===== config.mk =====
export PLATFORM = sky130hd
export DESIGN_NAME = control_fsm_flat
export DESIGN_NICKNAME = d
export VERILOG_FILES = /design/src/rtl/control_fsm_if.sv /design/src/rtl/control_fsm.sv /design/src/flat_wrapper.sv
export SDC_FILE = /design/constraint.sdc
export NUM_CORES = 1
export LEC_CHECK = 0
export CAP_MARGIN = 5
export CELL_PAD_IN_SITES_DETAIL_PLACEMENT = 0
export CELL_PAD_IN_SITES_GLOBAL_PLACEMENT = 2
export CORE_MARGIN = 4
export CORE_UTILIZATION = 23
export CTS_BUF_LIST = sky130_fd_sc_hd__clkbuf_2 sky130_fd_sc_hd__clkbuf_4 sky130_fd_sc_hd__clkbuf_8
export CTS_CLUSTER_SIZE = 12
export DETAILED_ROUTE_END_ITERATION = 10
export GPL_TIMING_DRIVEN = 0
export PLACE_DENSITY_LB_ADDON = 0.1
export SLEW_MARGIN = 20
export SYNTH_ARGS = -nofsm -noshare
export SYNTH_HDL_FRONTEND = slang
export SYNTH_SLANG_ARGS = --single-unit

===== constraint.sdc =====
create_clock -name clk -period 1.8 [get_ports clk]
set_input_delay 0.54 -clock clk [delete_from_list [all_inputs] [get_ports clk]]
set_output_delay 0.54 -clock clk [all_outputs]
set_load 0.02 [all_outputs]

===== src/rtl/control_fsm_if.sv =====
// Control/status bundle between control_fsm (master) and the 16-bit datapath (slave).
interface control_fsm_if;
  logic [15:0] instr;
  logic        zero_flag;
  logic        mem_ready;
  logic        pc_clr;
  logic        pc_inc;
  logic        pc_load;
  logic        ir_load;
  logic        rf_we;
  logic [1:0]  rf_wsel;
  logic [2:0]  alu_op;
  logic        mem_rd;
  logic        mem_wr;
  logic        addr_sel;
  logic        halted;
  logic        illegal_op;
  logic        mem_timeout;
  logic [2:0]  state;

  modport master (
    input  instr, zero_flag, mem_ready,
    output pc_clr, pc_inc, pc_load, ir_load, rf_we, rf_wsel, alu_op,
           mem_rd, mem_wr, addr_sel, halted, illegal_op, mem_timeout, state
  );

  modport slave (
    output instr, zero_flag, mem_ready,
    input  pc_clr, pc_inc, pc_load, ir_load, rf_we, rf_wsel, alu_op,
           mem_rd, mem_wr, addr_sel, halted, illegal_op, mem_timeout, state
  );
endinterface


===== src/rtl/control_fsm.sv =====
// Multi-cycle control sequencer for the 16-bit datapath (BOOT/FETCH/DECODE/EXEC/MEM/WB/HALT).
// Define CTRL_ILLEGAL_TRAP_EN to halt on opcodes A-E; otherwise they execute as NOP.
module control_fsm #(
  parameter int unsigned WAIT_LIMIT = 15,
  parameter int unsigned WAIT_W     = 4
) (
  input  logic          clk,
  input  logic          reset,
  control_fsm_if.master bus
);

  typedef enum logic [2:0] {
    BOOT   = 3'd0,
    FETCH  = 3'd1,
    DECODE = 3'd2,
    EXEC   = 3'd3,
    MEM    = 3'd4,
    WB     = 3'd5,
    HALT   = 3'd6
  } state_t;

  localparam logic [3:0] OP_NOP  = 4'h0;
  localparam logic [3:0] OP_ADD  = 4'h1;
  localparam logic [3:0] OP_SUB  = 4'h2;
  localparam logic [3:0] OP_AND  = 4'h3;
  localparam logic [3:0] OP_OR   = 4'h4;
  localparam logic [3:0] OP_LDI  = 4'h5;
  localparam logic [3:0] OP_LD   = 4'h6;
  localparam logic [3:0] OP_ST   = 4'h7;
  localparam logic [3:0] OP_JMP  = 4'h8;
  localparam logic [3:0] OP_BEQ  = 4'h9;
  localparam logic [3:0] OP_HALT = 4'hF;

  localparam logic [WAIT_W-1:0] LIMIT = WAIT_LIMIT[WAIT_W-1:0];

  state_t            state_q;
  state_t            state_d;
  logic [WAIT_W-1:0] wait_q;
  logic [WAIT_W-1:0] wait_d;
  logic              timeout_q;
  logic              timeout_hit;
  logic              illegal_q;
  logic [3:0]        opcode;
  logic              waiting;
  logic              wait_expired;

  assign opcode       = bus.instr[15:12];
  assign waiting      = ((state_q == FETCH) || (state_q == MEM)) && !bus.mem_ready;
  assign wait_expired = waiting && (wait_q == LIMIT);

`ifdef CTRL_ILLEGAL_TRAP_EN
  logic illegal_hit;
`endif

  // State register plus wait counter and sticky timeout flag
  always_ff @(posedge clk or posedge reset) begin
    if (reset) begin
      state_q   <= BOOT;
      wait_q    <= '0;
      timeout_q <= 1'b0;
    end else begin
      state_q <= state_d;
      wait_q  <= wait_d;
      if (timeout_hit) begin
        timeout_q <= 1'b1;
      end
    end
  end

`ifdef CTRL_ILLEGAL_TRAP_EN
  always_ff @(posedge clk or posedge reset) begin
    if (reset) begin
      illegal_q <= 1'b0;
    end else if (illegal_hit) begin
      illegal_q <= 1'b1;
    end
  end
`else
  assign illegal_q = 1'b0;
`endif

  // Next-state logic; the wait counter restarts on every state change and saturates at LIMIT
  always_comb begin
    state_d     = state_q;
    timeout_hit = 1'b0;
`ifdef CTRL_ILLEGAL_TRAP_EN
    illegal_hit = 1'b0;
`endif
    unique case (state_q)
      BOOT: state_d = FETCH;
      FETCH: begin
        if (bus.mem_ready) begin
          state_d = DECODE;
        end else if (wait_expired) begin
          state_d     = HALT;
          timeout_hit = 1'b1;
        end
      end
      DECODE: begin
        case (opcode)
          OP_NOP:                      state_d = FETCH;
          OP_ADD, OP_SUB, OP_AND, OP_OR,
          OP_LD, OP_ST, OP_JMP, OP_BEQ: state_d = EXEC;
          OP_LDI:                      state_d = WB;
          OP_HALT:                     state_d = HALT;
          default: begin
`ifdef CTRL_ILLEGAL_TRAP_EN
            state_d     = HALT;
            illegal_hit = 1'b1;
`else
            state_d     = FETCH;
`endif
          end
        endcase
      end
      EXEC: begin
        case (opcode)
          OP_ADD, OP_SUB, OP_AND, OP_OR: state_d = WB;
          OP_LD, OP_ST:                  state_d = MEM;
          default:                       state_d = FETCH;
        endcase
      end
      MEM: begin
        if (bus.mem_ready) begin
          state_d = (opcode == OP_LD) ? WB : FETCH;
        end else if (wait_expired) begin
          state_d     = HALT;
          timeout_hit = 1'b1;
        end
      end
      WB:      state_d = FETCH;
      HALT:    state_d = HALT;
      default: state_d = BOOT;
    endcase

    wait_d = wait_q;
    if (state_d != state_q) begin
      wait_d = '0;
    end else if (waiting && (wait_q != LIMIT)) begin
      wait_d = wait_q + 1'b1;
    end
  end

  // Moore outputs; only pc_inc/ir_load in FETCH and pc_load for BEQ look at live inputs
  always_comb begin
    bus.pc_clr   = 1'b0;
    bus.pc_inc   = 1'b0;
    bus.pc_load  = 1'b0;
    bus.ir_load  = 1'b0;
    bus.rf_we    = 1'b0;
    bus.rf_wsel  = 2'd0;
    bus.alu_op   = 3'd0;
    bus.mem_rd   = 1'b0;
    bus.mem_wr   = 1'b0;
    bus.addr_sel = 1'b0;
    bus.halted   = 1'b0;
    unique case (state_q)
      BOOT: bus.pc_clr = 1'b1;
      FETCH: begin
        bus.mem_rd  = 1'b1;
        bus.pc_inc  = bus.mem_ready;
        bus.ir_load = bus.mem_ready;
      end
      DECODE: ;
      EXEC: begin
        case (opcode)
          OP_SUB:  bus.alu_op  = 3'd1;
          OP_AND:  bus.alu_op  = 3'd2;
          OP_OR:   bus.alu_op  = 3'd3;
          OP_JMP:  bus.pc_load = 1'b1;
          OP_BEQ:  bus.pc_load = bus.zero_flag;
          default: bus.alu_op  = 3'd0;
        endcase
      end
      MEM: begin
        bus.addr_sel = 1'b1;
        if (opcode == OP_ST) begin
          bus.mem_wr = 1'b1;
        end else begin
          bus.mem_rd = 1'b1;
        end
      end
      WB: begin
        bus.rf_we = 1'b1;
        if (opcode == OP_LDI) begin
          bus.rf_wsel = 2'd1;
        end else if (opcode == OP_LD) begin
          bus.rf_wsel = 2'd2;
        end
      end
      HALT:    bus.halted = 1'b1;
      default: bus.pc_clr = 1'b1;
    endcase
  end

  assign bus.state       = state_q;
  assign bus.mem_timeout = timeout_q;
  assign bus.illegal_op  = illegal_q;

endmodule


===== src/flat_wrapper.sv =====
// flat-port wrapper written by rule: the top's interface ports become plain ports
module control_fsm_flat 
#(
  parameter int unsigned WAIT_LIMIT = 15,
  parameter int unsigned WAIT_W     = 4
)
  (clk, reset, bus_instr, bus_zero_flag, bus_mem_ready, bus_pc_clr, bus_pc_inc, bus_pc_load, bus_ir_load, bus_rf_we, bus_rf_wsel, bus_alu_op, bus_mem_rd, bus_mem_wr, bus_addr_sel, bus_halted, bus_illegal_op, bus_mem_timeout, bus_state);
  control_fsm_if bus_i ();
  input  logic clk;
  input  logic reset;
  input wire logic [$bits(bus_i.instr)-1:0] bus_instr;
  input wire logic [$bits(bus_i.zero_flag)-1:0] bus_zero_flag;
  input wire logic [$bits(bus_i.mem_ready)-1:0] bus_mem_ready;
  output wire logic [$bits(bus_i.pc_clr)-1:0] bus_pc_clr;
  output wire logic [$bits(bus_i.pc_inc)-1:0] bus_pc_inc;
  output wire logic [$bits(bus_i.pc_load)-1:0] bus_pc_load;
  output wire logic [$bits(bus_i.ir_load)-1:0] bus_ir_load;
  output wire logic [$bits(bus_i.rf_we)-1:0] bus_rf_we;
  output wire logic [$bits(bus_i.rf_wsel)-1:0] bus_rf_wsel;
  output wire logic [$bits(bus_i.alu_op)-1:0] bus_alu_op;
  output wire logic [$bits(bus_i.mem_rd)-1:0] bus_mem_rd;
  output wire logic [$bits(bus_i.mem_wr)-1:0] bus_mem_wr;
  output wire logic [$bits(bus_i.addr_sel)-1:0] bus_addr_sel;
  output wire logic [$bits(bus_i.halted)-1:0] bus_halted;
  output wire logic [$bits(bus_i.illegal_op)-1:0] bus_illegal_op;
  output wire logic [$bits(bus_i.mem_timeout)-1:0] bus_mem_timeout;
  output wire logic [$bits(bus_i.state)-1:0] bus_state;
  assign bus_i.instr = bus_instr;
  assign bus_i.zero_flag = bus_zero_flag;
  assign bus_i.mem_ready = bus_mem_ready;
  assign bus_pc_clr = bus_i.pc_clr;
  assign bus_pc_inc = bus_i.pc_inc;
  assign bus_pc_load = bus_i.pc_load;
  assign bus_ir_load = bus_i.ir_load;
  assign bus_rf_we = bus_i.rf_we;
  assign bus_rf_wsel = bus_i.rf_wsel;
  assign bus_alu_op = bus_i.alu_op;
  assign bus_mem_rd = bus_i.mem_rd;
  assign bus_mem_wr = bus_i.mem_wr;
  assign bus_addr_sel = bus_i.addr_sel;
  assign bus_halted = bus_i.halted;
  assign bus_illegal_op = bus_i.illegal_op;
  assign bus_mem_timeout = bus_i.mem_timeout;
  assign bus_state = bus_i.state;
  control_fsm #(.WAIT_LIMIT(WAIT_LIMIT), .WAIT_W(WAIT_W)) u_core (.clk(clk), .reset(reset), .bus(bus_i));
endmodule

==> flow_summary.json <==
{
  "status": "finished, violations left",
  "violations": "negative setup slack",
  "worstSetupStartpointType": "flip-flop",
  "timing.reg2reg.setup_slack_ps": 90,
  "top_delay_family_on_crit_path": "simple AND/OR/NAND/NOR gates",
  "drt-wirelength-per-cell_um": 13.9,
  "fp-row-count": 22,
  "grt_max_degree": 11,
  "num_vias": 988,
  "syn_to_final_growth_pct": 86.4,
  "synth-warning-count": 0,
  "worst_vdd_drop_v": 0.000563,
  "timing.critical_path.required_ps": 1260,
  "setup_slack_ps": -119,
  "max-clock-path-buffers": 2,
  "clk_pin_slew_ps": 40,
  "fp.coreArea_um2": 3660,
  "critical_path_data_arrival_time_ps": 1380,
  "groute.layer.met3.usage": 0.0217,
  "synth_edf_count": 0,
  "crit_chain": "and2b_4, nand2_4, nor4_4, buf_4",
  "routabilityCongestion": 0.770,
  "grt_most_used_layer": "met2",
  "drt_first_pass_iters": 4,
  "start_util": 0.237,
  "fin_worst_skew_ps": 1.58,
  "cts.root.buffer_cell": "sky130_fd_sc_hd__clkbuf_8",
  "drcViolationCount": 0,
  "drive_gt1_frac": 0.627,
  "worstSkewPairLatency_ps": 230,
  "postRouteAntennaNets": 0,
  "filler_cell_count": 377,
  "path_max_fanout": 4,
  "area_taken_by_multi_input_logic_gates_um2": 732,
  "seq_total_area_yosys": 0.231,
  "hold_buffers": 0,
  "grt_use_met1": 0.136,
  "grt_setup_unrepaired": "yes",
  "pwr_density_cell_nw_per_um2": 1170,
  "total_routed_wirelength_um": 2910,
  "post_synth_inst_count": 105,
  "total_power_mw": 1.88,
  "die-width_um": 69.4,
  "setup.worst_path.end_class": "output port",
  "final-hold-violation-count": 0,
  "timing.max_cap.violations": 0,
  "global_route.usage.total": 0.117,
  "seqCellArea_um2": 203,
  "avgViaCountPerCell": 4.73,
  "detailedPlacementHpwl_um": 1900,
  "drt_iter0_markers": 41,
  "final_core_util": 0.441,
  "diodes": 0,
  "worst_r2r_startpoint": "u_core.wait_q[0]$_DFFE_PP0P_",
  "post_synth_design_cell_area_um2": 866,
  "worstSetupPathType": "reg -> out",
  "slew_viol_final": 0,
  "floorplan.die.height_um": 69.4,
  "clock-sinks": 8,
  "critical_path_buf_inv_count": 1,
  "cts_tree": "built",
  "floorplan.io_pins": 39,
  "port-buffer-count": 24,
  "grt-ovfl-total": 0,
  "hold_path_class": "reg -> reg",
  "synth_async_sr_flop_share": 1.00,
  "cts.htree.levels": 1,
  "post-route-min-period_ps": 1920,
  "antenna_found_initial": 0,
  "final.period_utilization": 1.07,
  "final_nets": 184,
  "ys_ff_latch": 8,
  "worstSetupStartpoint": "u_core.bus.state[2]$_DFF_PP0_",
  "setup_viol_count_final": 6,
  "synth_ff_type": "sky130_fd_sc_hd__dfrtp_1",
  "critical-path-slowest-cell": "sky130_fd_sc_hd__dfrtp_1",
  "synth_area_per_cell_um2": 8.25,
  "cts-buffers-inserted": 3,
  "grtUsageMet2": 0.216,
  "number_of_global_route_vias_before_repair": 1005,
  "worst_r2r_path_depth": 5,
  "die_area_um2": 4810,
  "most-common-layout-cells": "32 x sky130_fd_sc_hd__buf_4, 14 x sky130_fd_sc_hd__buf_6, 10 x sky130_fd_sc_hd__nor2_1",
  "worst_r2r_endpoint": "u_core.wait_q[1]$_DFFE_PP0P_",
  "worstSetupEndpoint": "bus_alu_op[0]",
  "leakage_nw": 0.714,
  "fmax_ghz": 0.521,
  "grt_pass1_wl_um": 4730,
  "critical-path-max-stage-delay_ps": 410,
  "layout.cells.most_common": "sky130_fd_sc_hd__buf_4",
  "post_synth_num_cell_types": 46,
  "cp_num_cells": 4
}
[report_power, final]
| part | internal [mW] | total, mW | switching [mW] |
|---|---|---|---|
| Sequential | 0.218 | 0.270 | 0.0519 |
| Combinational | 0.688 | 1.39 | 0.704 |
| Clock | 0.145 | 0.220 | 0.0748 |
[how the worst min path moves through the flow]
| stage | from | endpoint | slack [ps] | cells past startpoint |
|---|---|---|---|---|
| 3_5_place_dp | u_core.bus.mem_timeout$_DFFE_PP0P_ | u_core.bus.mem_timeout$_DFFE_PP0P_ | 470 | 1 |
| 5_1_grt | u_core.bus.mem_timeout$_DFFE_PP0P_ | u_core.bus.mem_timeout$_DFFE_PP0P_ | 510 | 1 |
| 3_3_place_gp | u_core.bus.mem_timeout$_DFFE_PP0P_ | u_core.bus.mem_timeout$_DFFE_PP0P_ | 470 | 1 |
| 2_1_floorplan | reset | u_core.bus.mem_timeout$_DFFE_PP0P_ | 360 | 1 |
| 4_1_cts | u_core.bus.mem_timeout$_DFFE_PP0P_ | u_core.bus.mem_timeout$_DFFE_PP0P_ | 480 | 1 |
| 6_report | u_core.bus.mem_timeout$_DFFE_PP0P_ | u_core.bus.mem_timeout$_DFFE_PP0P_ | 480 | 1 |
[layout make-up]
cell class	count	share of cell area
plain buffers	9	0.0651
multi-input cells	84	0.453
well taps	48	0.0372
flip-flops and latches	8	0.126
inverters	4	0.0140
repair buffers	53	0.279
clock buffers	3	0.0256
[flip-flops by register name, indices dropped and copies added, names as in the netlist]
register / count
u_core.bus.mem_timeout: 1
u_core.bus.state: 3
u_core.wait_q: 4
[what timing repair did]
item | 4_1_cts | 5_1_grt
gates cloned | 1 | 0
gates resized for setup | 116 | 30
buffers inserted | 17 | 11
pin swaps | 8 | 15
setup endpoints to repair | 22 | 16
[routing by layer]
metal | vias up | share of wire
met5 | - | 0
met4 | 0 | 0.012
met1 | 477 | 0.42
li1 | 489 | -
met2 | 17 | 0.53
met3 | 5 | 0.033
[cell families (layout without fill, tap and decap cells)]
kind of cell / after synthesis / count (layout) / share of synthesized area
and+or+nand+nor: 52 / 52 / 0.353
AOI/OAI and AO/OA: 23 / 23 / 0.231
buffers and inverters: 14 / 69 / 0.101
DFF: 8 / 8 / 0.231
xor gates and xnor gates: 4 / 4 / 0.0405
muxes: 2 / 2 / 0.0246
adders and majority gates: 1 / 1 / 0.0144
other: 1 / 2 / 0.00433
[synth_stat cells (all sizes together), types with 2 or more instances]
library cell / count / share of area
buf: 10 / 0.084
nand3: 6 / 0.035
o21ai: 3 / 0.022
xnor2: 2 / 0.020
nand4b: 2 / 0.020
nor2: 14 / 0.061
inv: 4 / 0.017
nand2b: 3 / 0.022
o21a: 2 / 0.017
o211ai: 3 / 0.038
and2b: 3 / 0.032
a22oi: 2 / 0.017
or3: 3 / 0.022
nor4: 2 / 0.014
nand2: 5 / 0.022
dfrtp: 8 / 0.23
nor3: 9 / 0.064
xor2: 2 / 0.020
a21oi: 3 / 0.022
[metrics by stage]
stage	area, µm²	hold WS [ps]	TNS [ps]	std cells	setup WS (ps)
after global routing	1610	510	-900	209	-182
after CTS	1430	483	-442	199	-119
final	1610	479	-416	209	-119
after detailed placement	1210	471	-11940	178	-998
after floorplan	908	356	-199	106	-71.3
after global placement	1210	465	-11900	178	-1010
[worst reg2reg max path: cells and delay by family, from the launching register on]
kind	cells	cell delay, ps
and+or+nand+nor	3	660
DFF	1	410
AOI/OAI and AO/OA	1	320
adders and majority gates	1	250
(Power assumes the default switching activity.)
==> patch 1: new RTL, config.mk and constraints unchanged <==
`WAIT_W` is set to 4 in 2 places; all go to 6.
--- a/src/rtl/control_fsm.sv
+++ b/src/rtl/control_fsm.sv
@@ -3,5 +3,5 @@
 module control_fsm #(
   parameter int unsigned WAIT_LIMIT = 15,
-  parameter int unsigned WAIT_W     = 4
+  parameter int unsigned WAIT_W     = 6
 ) (
   input  logic          clk,
--- a/src/flat_wrapper.sv
+++ b/src/flat_wrapper.sv
@@ -3,5 +3,5 @@
 #(
   parameter int unsigned WAIT_LIMIT = 15,
-  parameter int unsigned WAIT_W     = 4
+  parameter int unsigned WAIT_W     = 6
 )
   (clk, reset, bus_instr, bus_zero_flag, bus_mem_ready, bus_pc_clr, bus_pc_inc, bus_pc_load, bus_ir_load, bus_rf_we, bus_rf_wsel, bus_alu_op, bus_mem_rd, bus_mem_wr, bus_addr_sel, bus_halted, bus_illegal_op, bus_mem_timeout, bus_state);
Behaviour: no difference found for any inputs over 10 cycles, from zero or initial values and one cycle with reset high; that may be too few to reach the edited logic, so the function may still have changed.
==> patch 1 against the original RTL <==
The flow still finishes with violations (setup timing); via count grew 11%; worst hold slack worse by 0.016 ns; wire length rose by 11%; sequential cell count increased by 2; clock skew about the same; first-iteration DRC count is 27% lower; die area grew 12%; core utilization rose by 2.0 points; setup slack got worse by 0.16 ns; total power rose by 21%; non-clock buffer count rose by 4; area after synthesis rose by 13%; design area increased by 16%; sequential power grew 13%; critical path type unchanged; largest cell class unchanged.
==> patch 1: results <==
export IMPL_wl_per_cell_um=14.1
export IMPL_fill_cells=401
export IMPL_final_cells=228
export IMPL_crit_fanout=5
export IMPL_dr_total_vias=1095
export IMPL_crit_start="u_core.bus.state[0]"
export IMPL_nets=200
export IMPL_clock_skew_final_ns=0.00153
export IMPL_violations="setup timing"
export IMPL_place_hpwl_um=2180
export IMPL_synth_mux_area_share_pct=2.04
export IMPL_drtIter0Drc=30
export IMPL_r2r_slack_ns=-0.03
export IMPL_avgSynthCellArea_um2=8.39
export IMPL_cts_resized=130
export IMPL_postCtsSetupRepairBufs=22
export IMPL_largest_reg_flops=6
export IMPL_synth_area_top_cells="dfrtp_1 (25%), nor3_2 (7.1%), nand2_1 (5.0%)"
export IMPL_tns_ns=-1.40
export IMPL_gp_congestion=0.771
export IMPL_powerSeq_mw=0.306
export IMPL_dpl_cell_area_mm2=0.00137
export IMPL_synth_compound_area_share_pct=21.7
export IMPL_timing_rr_end="u_core.wait_q[0]"
export IMPL_grt_total_usage_pct=12.5
export IMPL_p_comb_mw=1.71
export IMPL_p_int_mw=1.31
export IMPL_worst_endpoint_arrival_ns=1.54
export IMPL_setup_viol=16
export IMPL_endpoint="bus_rf_wsel[0]"
export IMPL_holdWs_ns=0.462
export IMPL_run_status="complete, but fails checks"
export IMPL_fin_ws_ns=-0.280
export IMPL_leakage_nw=0.819
export IMPL_layout_drive_gt1_share_pct=61.2
export IMPL_r2r_start="u_core.bus.state[1]"
==> patch 1: changes by cell type after synthesis, sizes merged, moves of 3 or more <==
cell / delta
inv: +5
nor2: -6
nand4: +3
xor2: +3
nand2: +8
nand3: -3
and2b: -3
==> patch 1: final cells by class <==
cell class                 count  area, µm²  share of cell area, %
sequential                    10        254                   13.6
clock buffer                   4       48.8                   2.61
buffer                         9        108                   5.76
tap                           50       62.6                   3.35
inverter                       9       46.3                   2.48
timing repair buffer          57        527                   28.2
multi-input combinational     89        822                   44.0
==> patch 1: routing by layer <==
layer | vias to the layer above | share of wire [%] | GRT usage (%)
met2 | 18 | 51 | 21.7
met5 | - | 0 | 0
li1 | 540 | - | -
met3 | 7 | 3.2 | 1.78
met1 | 530 | 43 | 15.2
met4 | 0 | 2.1 | 5.23
==> patch 1: worst max-delay path: stages (launching register included) <==
cell and delay [ns]:
dfrtp_2 0.39, buf_8 0.13, inv_8 0.03, or3_4 0.42, nor4_4 0.14, buf_4 0.18
==> patch 2: new RTL, config.mk and constraints unchanged <==
Without the edit above. The option `CTRL_ILLEGAL_TRAP_EN` is turned on by a define.
--- a/src/rtl/control_fsm.sv
+++ b/src/rtl/control_fsm.sv
@@ -1,4 +1,6 @@
 // Multi-cycle control sequencer for the 16-bit datapath (BOOT/FETCH/DECODE/EXEC/MEM/WB/HALT).
 // Define CTRL_ILLEGAL_TRAP_EN to halt on opcodes A-E; otherwise they execute as NOP.
+`define CTRL_ILLEGAL_TRAP_EN
+
 module control_fsm #(
   parameter int unsigned WAIT_LIMIT = 15,
Behaviour: not the same (Yosys sat finds a counterexample within 4 cycles, from zero or initial values and one cycle with reset high).
==> patch 2 against the original RTL <==
The run still ends with setup timing left; setup slack worse by 0.096 ns; clock skew down 0.00050 ns; design area down 2.0%; wire length down 5.8%; total power up 5.8%; clock power down 19%; sequential cell count up 1; combinational power up 9%; area after synthesis down 4.2%; critical endpoint is now bus_pc_load; largest power group unchanged; highest routed layer is now met3.
==> patch 2: results <==
export IMPL_routed_wirelength_um=2740
export IMPL_crit_fanout=5
export IMPL_grt_total_usage_pct=12.5
export IMPL_m1WireLength_um=1260
export IMPL_clk_latency_ns=0.26
export IMPL_setup_viol=13
export IMPL_run_status="complete, but fails checks"
export IMPL_tns_ns=-1.75
export IMPL_synth_area_top_cells="dfrtp_1 (27%), nor2_1 (4.5%), xor2_1 (4.2%)"
export IMPL_multi_input_gates=82
export IMPL_route_met3_wl_um=130
export IMPL_viasPerCell=4.84
export IMPL_dpl_cell_area_mm2=0.00122
export IMPL_leakage_nw=0.699
export IMPL_cts_resized=112
export IMPL_combinationalPowerShare_pct=75.8
export IMPL_worst_endpoint_arrival_ns=1.48
export IMPL_violations="setup timing"
export IMPL_grt_util_met1_pct=16.1
export IMPL_slowest_stage="dfrtp_2"
export IMPL_synth_compound_area_share_pct=22.9
export IMPL_pre_cts_ws_ns=-1.15
export IMPL_seq_power_share_pct=15.2
export IMPL_holdWs_ns=0.467
export IMPL_fin_ws_ns=-0.215
export IMPL_die_area_mm2=0.00463
export IMPL_topRoutingLayerUsed="met3"
export IMPL_layout_drive_gt1_share_pct=55.2
export IMPL_timing_rr_end="u_core.wait_q[0]"
## patch 2: cell count changes in the layout (fill, tap and decap cells not counted), sizes merged, moves of 3 or more
| cell | delta |
|---|---|
| buf | -14 |
| clkbuf | +4 |
| nor2 | -4 |
| o21ai | +4 |
| and2b | -3 |
| nor3 | -3 |
## patch 2: worst max-delay path by stage
stage	from	to	slack, ns	cells after the start
floorplan	u_core.bus.state[2]	bus_pc_load	-0.06	4
global placement	bus_instr[13]	bus_mem_wr	-1.16	6
detailed placement	bus_instr[13]	bus_mem_wr	-1.15	6
CTS	u_core.bus.state[2]	bus_pc_load	-0.23	5
global route	u_core.bus.state[0]	bus_pc_load	-0.29	6
finish	u_core.bus.state[2]	bus_pc_load	-0.22	5
## patch 2: stage by stage
stage          utilization (%)  std cells
5_1_grt                   46.3        200
3_5_place_dp              35.7        175
2_1_floorplan                -        106
4_1_cts                   43.6        197
3_3_place_gp              35.7        175
6_report                  46.3        200
